`src/rtl/dizy_sbox_layer_ctrl.sv`:
```
// Sequencer that streams every 5-bit word of a 2-share masked state through one shared,
// pipelined masked S-box and writes each result back in place as it leaves the pipeline.
module dizy_sbox_layer_ctrl #(
   parameter int unsigned NWORDS   = 7,
   parameter int unsigned SBOX_LAT = 6
) (
   input  logic                clk,
   input  logic                rst,
   input  logic                start,
   output logic                busy,
   output logic                done,
   input  logic [5*NWORDS-1:0] state_in_a,
   input  logic [5*NWORDS-1:0] state_in_b,
   output logic [5*NWORDS-1:0] state_out_a,
   output logic [5*NWORDS-1:0] state_out_b,
   input  logic [19:0]         rnd,
   input  logic                rnd_valid,
   output logic                rnd_ready,
   output logic [4:0]          sb_in_a,
   output logic [4:0]          sb_in_b,
   output logic [19:0]         sb_z,
   input  logic [4:0]          sb_out_a,
   input  logic [4:0]          sb_out_b
);

   localparam int unsigned IW = (NWORDS > 1) ? $clog2(NWORDS) : 1;
   localparam int unsigned SW = 5 * NWORDS;

   typedef enum logic [1:0] {StIdle, StIssue, StDrain, StDone} state_e;

   state_e              st_q, st_d;
   logic [IW-1:0]       idx_q, idx_d;
   logic [SW-1:0]       sh_a_q, sh_a_d, sh_b_q, sh_b_d;
   logic [SBOX_LAT-1:0] vld_q, vld_d;
   logic [IW-1:0]       tag_q [SBOX_LAT];
   logic [IW-1:0]       tag_d [SBOX_LAT];

   logic       load;
   logic       fire;
   logic       pending;
   logic [4:0] word_a, word_b;

   assign fire        = rnd_valid & rnd_ready;
   assign state_out_a = sh_a_q;
   assign state_out_b = sh_b_q;

   always_comb begin
      st_d      = st_q;
      idx_d     = idx_q;
      busy      = (st_q != StIdle);
      done      = 1'b0;
      rnd_ready = 1'b0;
      load      = 1'b0;
      unique case (st_q)
         StIdle: begin
            if (start) begin
               load  = 1'b1;
               idx_d = '0;
               st_d  = StIssue;
            end
         end
         StIssue: begin
            rnd_ready = 1'b1;
            if (rnd_valid) begin
               if (idx_q == IW'(NWORDS - 1)) begin
                  st_d = StDrain;
               end else begin
                  idx_d = idx_q + IW'(1);
               end
            end
         end
         StDrain: begin
            // Entries below the tail are the ones still in flight after this cycle.
            if (!pending) begin
               st_d = StDone;
            end
         end
         StDone: begin
            done = 1'b1;
            st_d = StIdle;
         end
         default: st_d = StIdle;
      endcase
   end

   always_comb begin
      pending = 1'b0;
      for (int unsigned k = 0; k + 1 < SBOX_LAT; k++) begin
         pending = pending | vld_q[k];
      end
   end

   // Each share is selected through its own mux; the two are never combined.
   always_comb begin
      word_a = '0;
      word_b = '0;
      for (int unsigned w = 0; w < NWORDS; w++) begin
         if (idx_q == IW'(w)) begin
            word_a = sh_a_q[5*w +: 5];
            word_b = sh_b_q[5*w +: 5];
         end
      end
      sb_in_a = fire ? word_a : '0;
      sb_in_b = fire ? word_b : '0;
      sb_z    = fire ? rnd : '0;
   end

   always_comb begin
      vld_d[0] = fire;
      tag_d[0] = idx_q;
      for (int unsigned k = 1; k < SBOX_LAT; k++) begin
         vld_d[k] = vld_q[k-1];
         tag_d[k] = tag_q[k-1];
      end
   end

   always_comb begin
      sh_a_d = load ? state_in_a : sh_a_q;
      sh_b_d = load ? state_in_b : sh_b_q;
      if (vld_q[SBOX_LAT-1]) begin
         for (int unsigned w = 0; w < NWORDS; w++) begin
            if (tag_q[SBOX_LAT-1] == IW'(w)) begin
               sh_a_d[5*w +: 5] = sb_out_a;
               sh_b_d[5*w +: 5] = sb_out_b;
            end
         end
      end
   end

   always_ff @(posedge clk) begin
      if (rst) begin
         st_q   <= StIdle;
         idx_q  <= '0;
         sh_a_q <= '0;
         sh_b_q <= '0;
         vld_q  <= '0;
         for (int unsigned k = 0; k < SBOX_LAT; k++) begin
            tag_q[k] <= '0;
         end
      end else begin
         st_q   <= st_d;
         idx_q  <= idx_d;
         sh_a_q <= sh_a_d;
         sh_b_q <= sh_b_d;
         vld_q  <= vld_d;
         for (int unsigned k = 0; k < SBOX_LAT; k++) begin
            tag_q[k] <= tag_d[k];
         end
      end
   end

endmodule

```
`config.mk`:
```
export PLATFORM = sky130hd
export DESIGN_NAME = dizy_sbox_layer_ctrl
export DESIGN_NICKNAME = d
export VERILOG_FILES = /design/src/rtl/dizy_sbox_layer_ctrl.sv
export SDC_FILE = /design/constraint.sdc
export NUM_CORES = 1
export LEC_CHECK = 0
export CELL_PAD_IN_SITES_DETAIL_PLACEMENT = 0
export CELL_PAD_IN_SITES_GLOBAL_PLACEMENT = 1
export CORE_ASPECT_RATIO = 0.8
export CORE_MARGIN = 2
export CORE_UTILIZATION = 31
export DETAILED_ROUTE_END_ITERATION = 8
export PLACE_DENSITY_LB_ADDON = 0.1
export REMOVE_ABC_BUFFERS = 1
export SYNTH_ARGS = -nofsm -noshare
export SYNTH_HDL_FRONTEND = slang
export SYNTH_SLANG_ARGS = --single-unit
```
`constraint.sdc`:
```
create_clock -name clk -period 2.7 [get_ports clk]
set_input_delay 0.54 -clock clk [delete_from_list [all_inputs] [get_ports clk]]
set_output_delay 0.54 -clock clk [all_outputs]
set_load 0.02 [all_outputs]
```
== After elaboration in Yosys (flattened, before gate mapping) ==
Memory sizes are Yosys's and may differ from the RTL's.
Cells that the tools add are included.
Operators by class
  $add $sub $neg: 1
  eq/ne operators: 20
  mux-type cells: 57
  bitwise gates (word level): 11
  reductions and logical operators: 7
Operators with widths (number)
  two-way mux 5 bit: 30
  two-way mux 35 bit: 4
  two-way mux 3 bit: 9
  two-way mux 20 bit: 1
  == test 3 bit, second input constant: 6
  == test 3 x 2 -> 1 bit, second input constant: 4
  != test 2 bit, second input constant: 5
  OR 1 bit: 10
  two-way mux 2 bit: 4
  case mux 2 bit (4 select lines): 1
  AND reduction 4 bit: 2
  two-way mux 1 bit: 7
  == test 3 x 1 -> 1 bit, second input constant: 2
  logical NOT 3 bit: 2
  case mux 3 bit (2 select lines): 1
  == test 2 bit, second input constant: 2
  nonzero test 2 bit: 2
  adder 3 x 1 -> 3 bit, second input constant: 1
  == test 2 x 1 -> 1 bit, second input constant: 1
  logical NOT 2 bit: 1
  bitwise AND 1 bit: 1
Storage, ports and cells
  register bits: 81
  bits in writable memories: 18
  bits of input ports: 104
  memories: 1
Memory list
  tag_q: depth 6, bits a word 3, read ports 6, clocked after Yosys merged registers in 0, wr ports 6, RTL line 35  | logic [IW-1:0] tag_q [SBOX_LAT];

== Longest topological paths before layout ==
  depth in word-level cells: 9
  depth in mapped cells: 9
  gate-level depth less buffers: 6

== Least setup slack after synthesis ==
No wires, ideal clock.
  path type: flip-flop to output port
  start: register idx_q[2]
  end: output port sb_in_a[0]
  arrival: 1834 ps
  required time: 2160 ps
  setup slack: 326 ps
  stages on the path, launching flop included: 10
  buffers on the path: 3
  path through: dfxtp_1 buf_2 inv_2 buf_2 ha_1 or2_1 buf_6 a221oi_2 o22ai_1 a21oi_1
Between the ends
  cells in the longest elaborated chain, start to end: 9
  elaborated cells on any way between the ends: 15
  those cells by class: 6 x eq/ne; 8 x mux; 1 x reduce/logical
Ends and longest elaborated chain
  from (decl): RTL line 32  | logic [IW-1:0] idx_q, idx_d;
  from (signal assigned): RTL line 142  | idx_q <= idx_d;
  logical NOT 3 bit: RTL line 98  | if (idx_q == IW'(w)) begin
  two-way mux 5 bit (6 in a row): RTL line 98
  two-way mux 5 bit *: RTL line 98
  two-way mux 5 bit *: RTL line 103  | sb_in_a = fire ? word_a : '0;
  to (decl): RTL line 19  | output logic [4:0] sb_in_a,
Every way passes the cells marked *; elsewhere a longest branch is shown, timed or not.

== Worst setup path in the final report ==
  start: register idx_q[0]
  end: output port sb_in_b[2]
Between the ends
  cells in the longest elaborated chain, start to end: 9
  elaborated cells on any way between the ends: 15
  those cells by class: 6 x eq/ne; 8 x mux; 1 x reduce/logical
Ends and longest elaborated chain
  logical NOT 3 bit: RTL line 98
  two-way mux 5 bit (6 in a row): RTL line 98
  two-way mux 5 bit *: RTL line 98
  two-way mux 5 bit *: RTL line 104  | sb_in_b = fire ? word_b : '0;
  to (decl): RTL line 20  | output logic [4:0] sb_in_b,
Marks and branches as above.

==> metrics.csv <==
metric,value,unit
routabilityCongestion,0.787,
layout.cells.most_common,sky130_fd_sc_hd__clkdlybuf4s50_1,
final_antenna_violating_net_count,0,
drc_errors,0,
layout_common_cells,"sky130_fd_sc_hd__clkdlybuf4s50_1 (191), sky130_fd_sc_hd__dfxtp_1 (97), sky130_fd_sc_hd__nand2_1 (85)",
clk_latency,0.36,ns
worst-path-max-fanout,9,
vias_in_the_first_global_route,5534,
synth_top_area_cell,sky130_fd_sc_hd__dfxtp_1,
cellLeakagePower,3.14,nW
stdcell_count,1093,
p_clk_share,22.9,%
start_util,31.7,%
post-route-min-period,2.64,ns
critPathLaunch,idx_q[0]$_SDFFE_PP0P_,
post-place-cells,1075,
cts.root.buffer_cell,sky130_fd_sc_hd__clkbuf_16,
floorplan.io_pins,207,
async_set_or_reset_register_ratio_after_synthesis,0,%
worst_pin_slew,0.936,ns
antenna_found_initial,1,
seq_power_share,32.1,%
crit_required,2.16,ns
synthMuxAreaShare,0.407,%
synth_edf_count,0,
global_route_wire_length_before_repair,31700,µm
drt_iter0_drc,340,
syn-mean-instance-area,7.78,µm²
cts.sink_count,99,
average_wire_length_per_cell_after_detail_routing,19.4,µm
worst-r2r-cell-count,7,
postSynthCellCount,672,
numCtsBuffers,9,
synth_seq_area_share,37.9,%
drive_gt1_share,13.1,%
synth_fa_ha_area_share,2.39,%
worst-r2r-setup-slack,0.46,ns
route.detailed.vias_per_inst,5.29,
swShare,38.3,%
critPathArrivalTime,2.10,ns
via_count_of_the_routed_design,5783,
synthesis.yosys.warnings,0,
overall_die_width,149,µm
setup_viols_final,0,
postSynth.topFlopCell,sky130_fd_sc_hd__dfxtp_1,
grt_max_degree,60,
rr_startpoint,st_q[1]$_SDFFE_PP0P_,
placement.io_buffers,206,
result_of_the_run,finished clean,
synth-simple-area-share,26.9,%
core_region_area,0.0165,mm²
hold_buffers,0,
hold_violations,0,
placementRows,42,
power_report.internal_total,3.58,mW
clk_transition_reported_paths,0.07,ns
cp-end-kind,output pin,
cts_tree,yes,
floorplan.die.height,120,µm
yosys.area_share.xor_xnor,0,%
first_pass_iters,5,
mappedNetlistArea,0.00523,mm²
power_per_cell_area,717,mW/mm²
final_worst_path_period_share,97.8,%
synth_area_in_compound_gates,24.4,%
synth_top_area_share,37.9,%
irDropWorstVdd,343,µV
grt_usage,23.2,%
cts.htree.levels,3,
final-max-slew-violation-count,0,
crit_path_end,sb_in_b[2],
hold_wc_path_type,flop to flop,
synth_cell_types,37,
rr_endpoint,idx_q[1]$_SDFFE_PP0P_,
synth.top_cells.by_area,"sky130_fd_sc_hd__dfxtp_1 (38%), sky130_fd_sc_hd__a311oi_1 (12%), sky130_fd_sc_hd__nand3_1 (7.2%)",
max_freq,0.379,GHz
synth_top_family_by_area,simple AND/OR/NAND/NOR gates,
path_class,flop to output pin,
netSwitchingPower,2.22,mW
place.detailed.hpwl,15500,µm
globalRoute.totalOverflow,0,
synth.ff_latch_count,99,
hold_path_depth,1,
rsz0062_at_grt,true,
route.final.wire_length,21200,µm
cap_violations,0,
max-slew-margin-rel,37.4,%
antenna_cells_inserted,0,
max-clock-path-buffers,2,
final_net_count,983,
syn2layout_area_growth,54.8,%
power.combinational.fraction,44.9,%
finClkSkew,0.00719,ns
worstSetupStartpointType,flop,
hold-worst-slack,0.437,ns
die_area,0.0179,mm²
totalPowerFinal,5.80,mW
-- sequential cells by signal (all words and copies together) (netlist names) --
register,flops
st_q,2
idx_q,3
state_out_b,35
state_out_a,35
vld_q,6
tag_q,18
-- worst max-delay path, stage by stage, from the launching register on --
cell                         delay (ns)
sky130_fd_sc_hd__dfxtp_2           0.34
sky130_fd_sc_hd__buf_6             0.12
sky130_fd_sc_hd__clkinvlp_4        0.13
sky130_fd_sc_hd__ha_4              0.22
sky130_fd_sc_hd__buf_4             0.18
sky130_fd_sc_hd__a221oi_2          0.27
sky130_fd_sc_hd__o22ai_1           0.11
sky130_fd_sc_hd__a21oi_1           0.20
sky130_fd_sc_hd__buf_4             0.18
-- cells in the mapped netlist, types with 2 or more instances --
cell type and n:
sky130_fd_sc_hd__buf_6 3, sky130_fd_sc_hd__nand2_1 86, sky130_fd_sc_hd__inv_1 25, sky130_fd_sc_hd__buf_2 18, sky130_fd_sc_hd__nor2b_1 24, sky130_fd_sc_hd__a221oi_2 10
sky130_fd_sc_hd__nand3b_1 10, sky130_fd_sc_hd__o22ai_1 10, sky130_fd_sc_hd__a21oi_1 32, sky130_fd_sc_hd__nor2_1 79, sky130_fd_sc_hd__nand3_1 75, sky130_fd_sc_hd__inv_2 2
sky130_fd_sc_hd__and2_1 3, sky130_fd_sc_hd__and3_1 20, sky130_fd_sc_hd__a311oi_1 70, sky130_fd_sc_hd__ha_1 10, sky130_fd_sc_hd__dfxtp_1 99, sky130_fd_sc_hd__a21o_1 20
sky130_fd_sc_hd__o21ai_0 10, sky130_fd_sc_hd__clkbuf_1 43, sky130_fd_sc_hd__buf_1 6, sky130_fd_sc_hd__a211oi_2 2
-- cell families after synthesis --
group                      Yosys count
and+or+nand+nor                    301
adders and majority gates           10
buffers and inverters               98
muxes                                2
DFF                                 99
AOI/OAI and AO/OA                  162
-- final cells by class --
| type | instances | area (µm²) |
|---|---|---|
| inverters | 27 | 105 |
| clock inverters | 5 | 62.6 |
| fillers | 1622 | 8410 |
| repair buffers | 257 | 2520 |
| clock buffers | 10 | 239 |
| well taps | 220 | 275 |
| flip-flops and latches | 99 | 1980 |
| multi-input cells | 475 | 2900 |
-- what timing repair did --
item | in CTS | in global routing
setup endpoints to repair | 11 | 23
pin swaps | 2 | 20
setup buffers | 0 | 3
resized for setup | 51 | 27
-- power groups by stage --
stage               clock, mW  sequential, mW  combinational, mW
global placement            0            1.89               2.50
floorplan                   0            2.02               1.11
finish                   1.33            1.86               2.60
global route             1.41            1.89               2.79
CTS                      1.36            1.86               2.57
detailed placement          0            1.89               2.55
-- worst min-delay path by stage --
stage | slack, ns | from | end
3_5_place_dp | 0.42 | tag_q[0][0]$_SDFF_PP0_ | tag_q[1][0]$_SDFF_PP0_
4_1_cts | 0.44 | tag_q[0][0]$_SDFF_PP0_ | tag_q[1][0]$_SDFF_PP0_
3_3_place_gp | 0.42 | tag_q[2][2]$_SDFF_PP0_ | tag_q[3][2]$_SDFF_PP0_
2_1_floorplan | 0.41 | tag_q[0][0]$_SDFF_PP0_ | tag_q[1][0]$_SDFF_PP0_
6_report | 0.44 | tag_q[0][1]$_SDFF_PP0_ | tag_q[1][1]$_SDFF_PP0_
5_1_grt | 0.45 | tag_q[1][1]$_SDFF_PP0_ | tag_q[2][1]$_SDFF_PP0_
-- metrics by stage --
stage / utilization [%] / setup WS [ns] / instance area, µm² / TNS (ns)
CTS: 48.3 / -0.0448 / 7980 / -0.125
floorplan: - / -0.981 / 4910 / -68.55
detailed placement: 46.5 / -0.162 / 7680 / -1.13
finish: 49.0 / 0.0598 / 8090 / 0
global route: 49.0 / -0.0362 / 8090 / -0.0627
global placement: 46.5 / -0.117 / 7680 / -0.819
-- layer usage --
layer	routed length [µm]	vias to the layer above	GRT usage, %
met3	1650	29	6.31
met5	0	-	0
li1	-	2788	-
met4	417	0	5.83
met2	9510	259	36.7
met1	9670	2707	31.4
No activity file was read; power rests on OpenSTA's default activity.
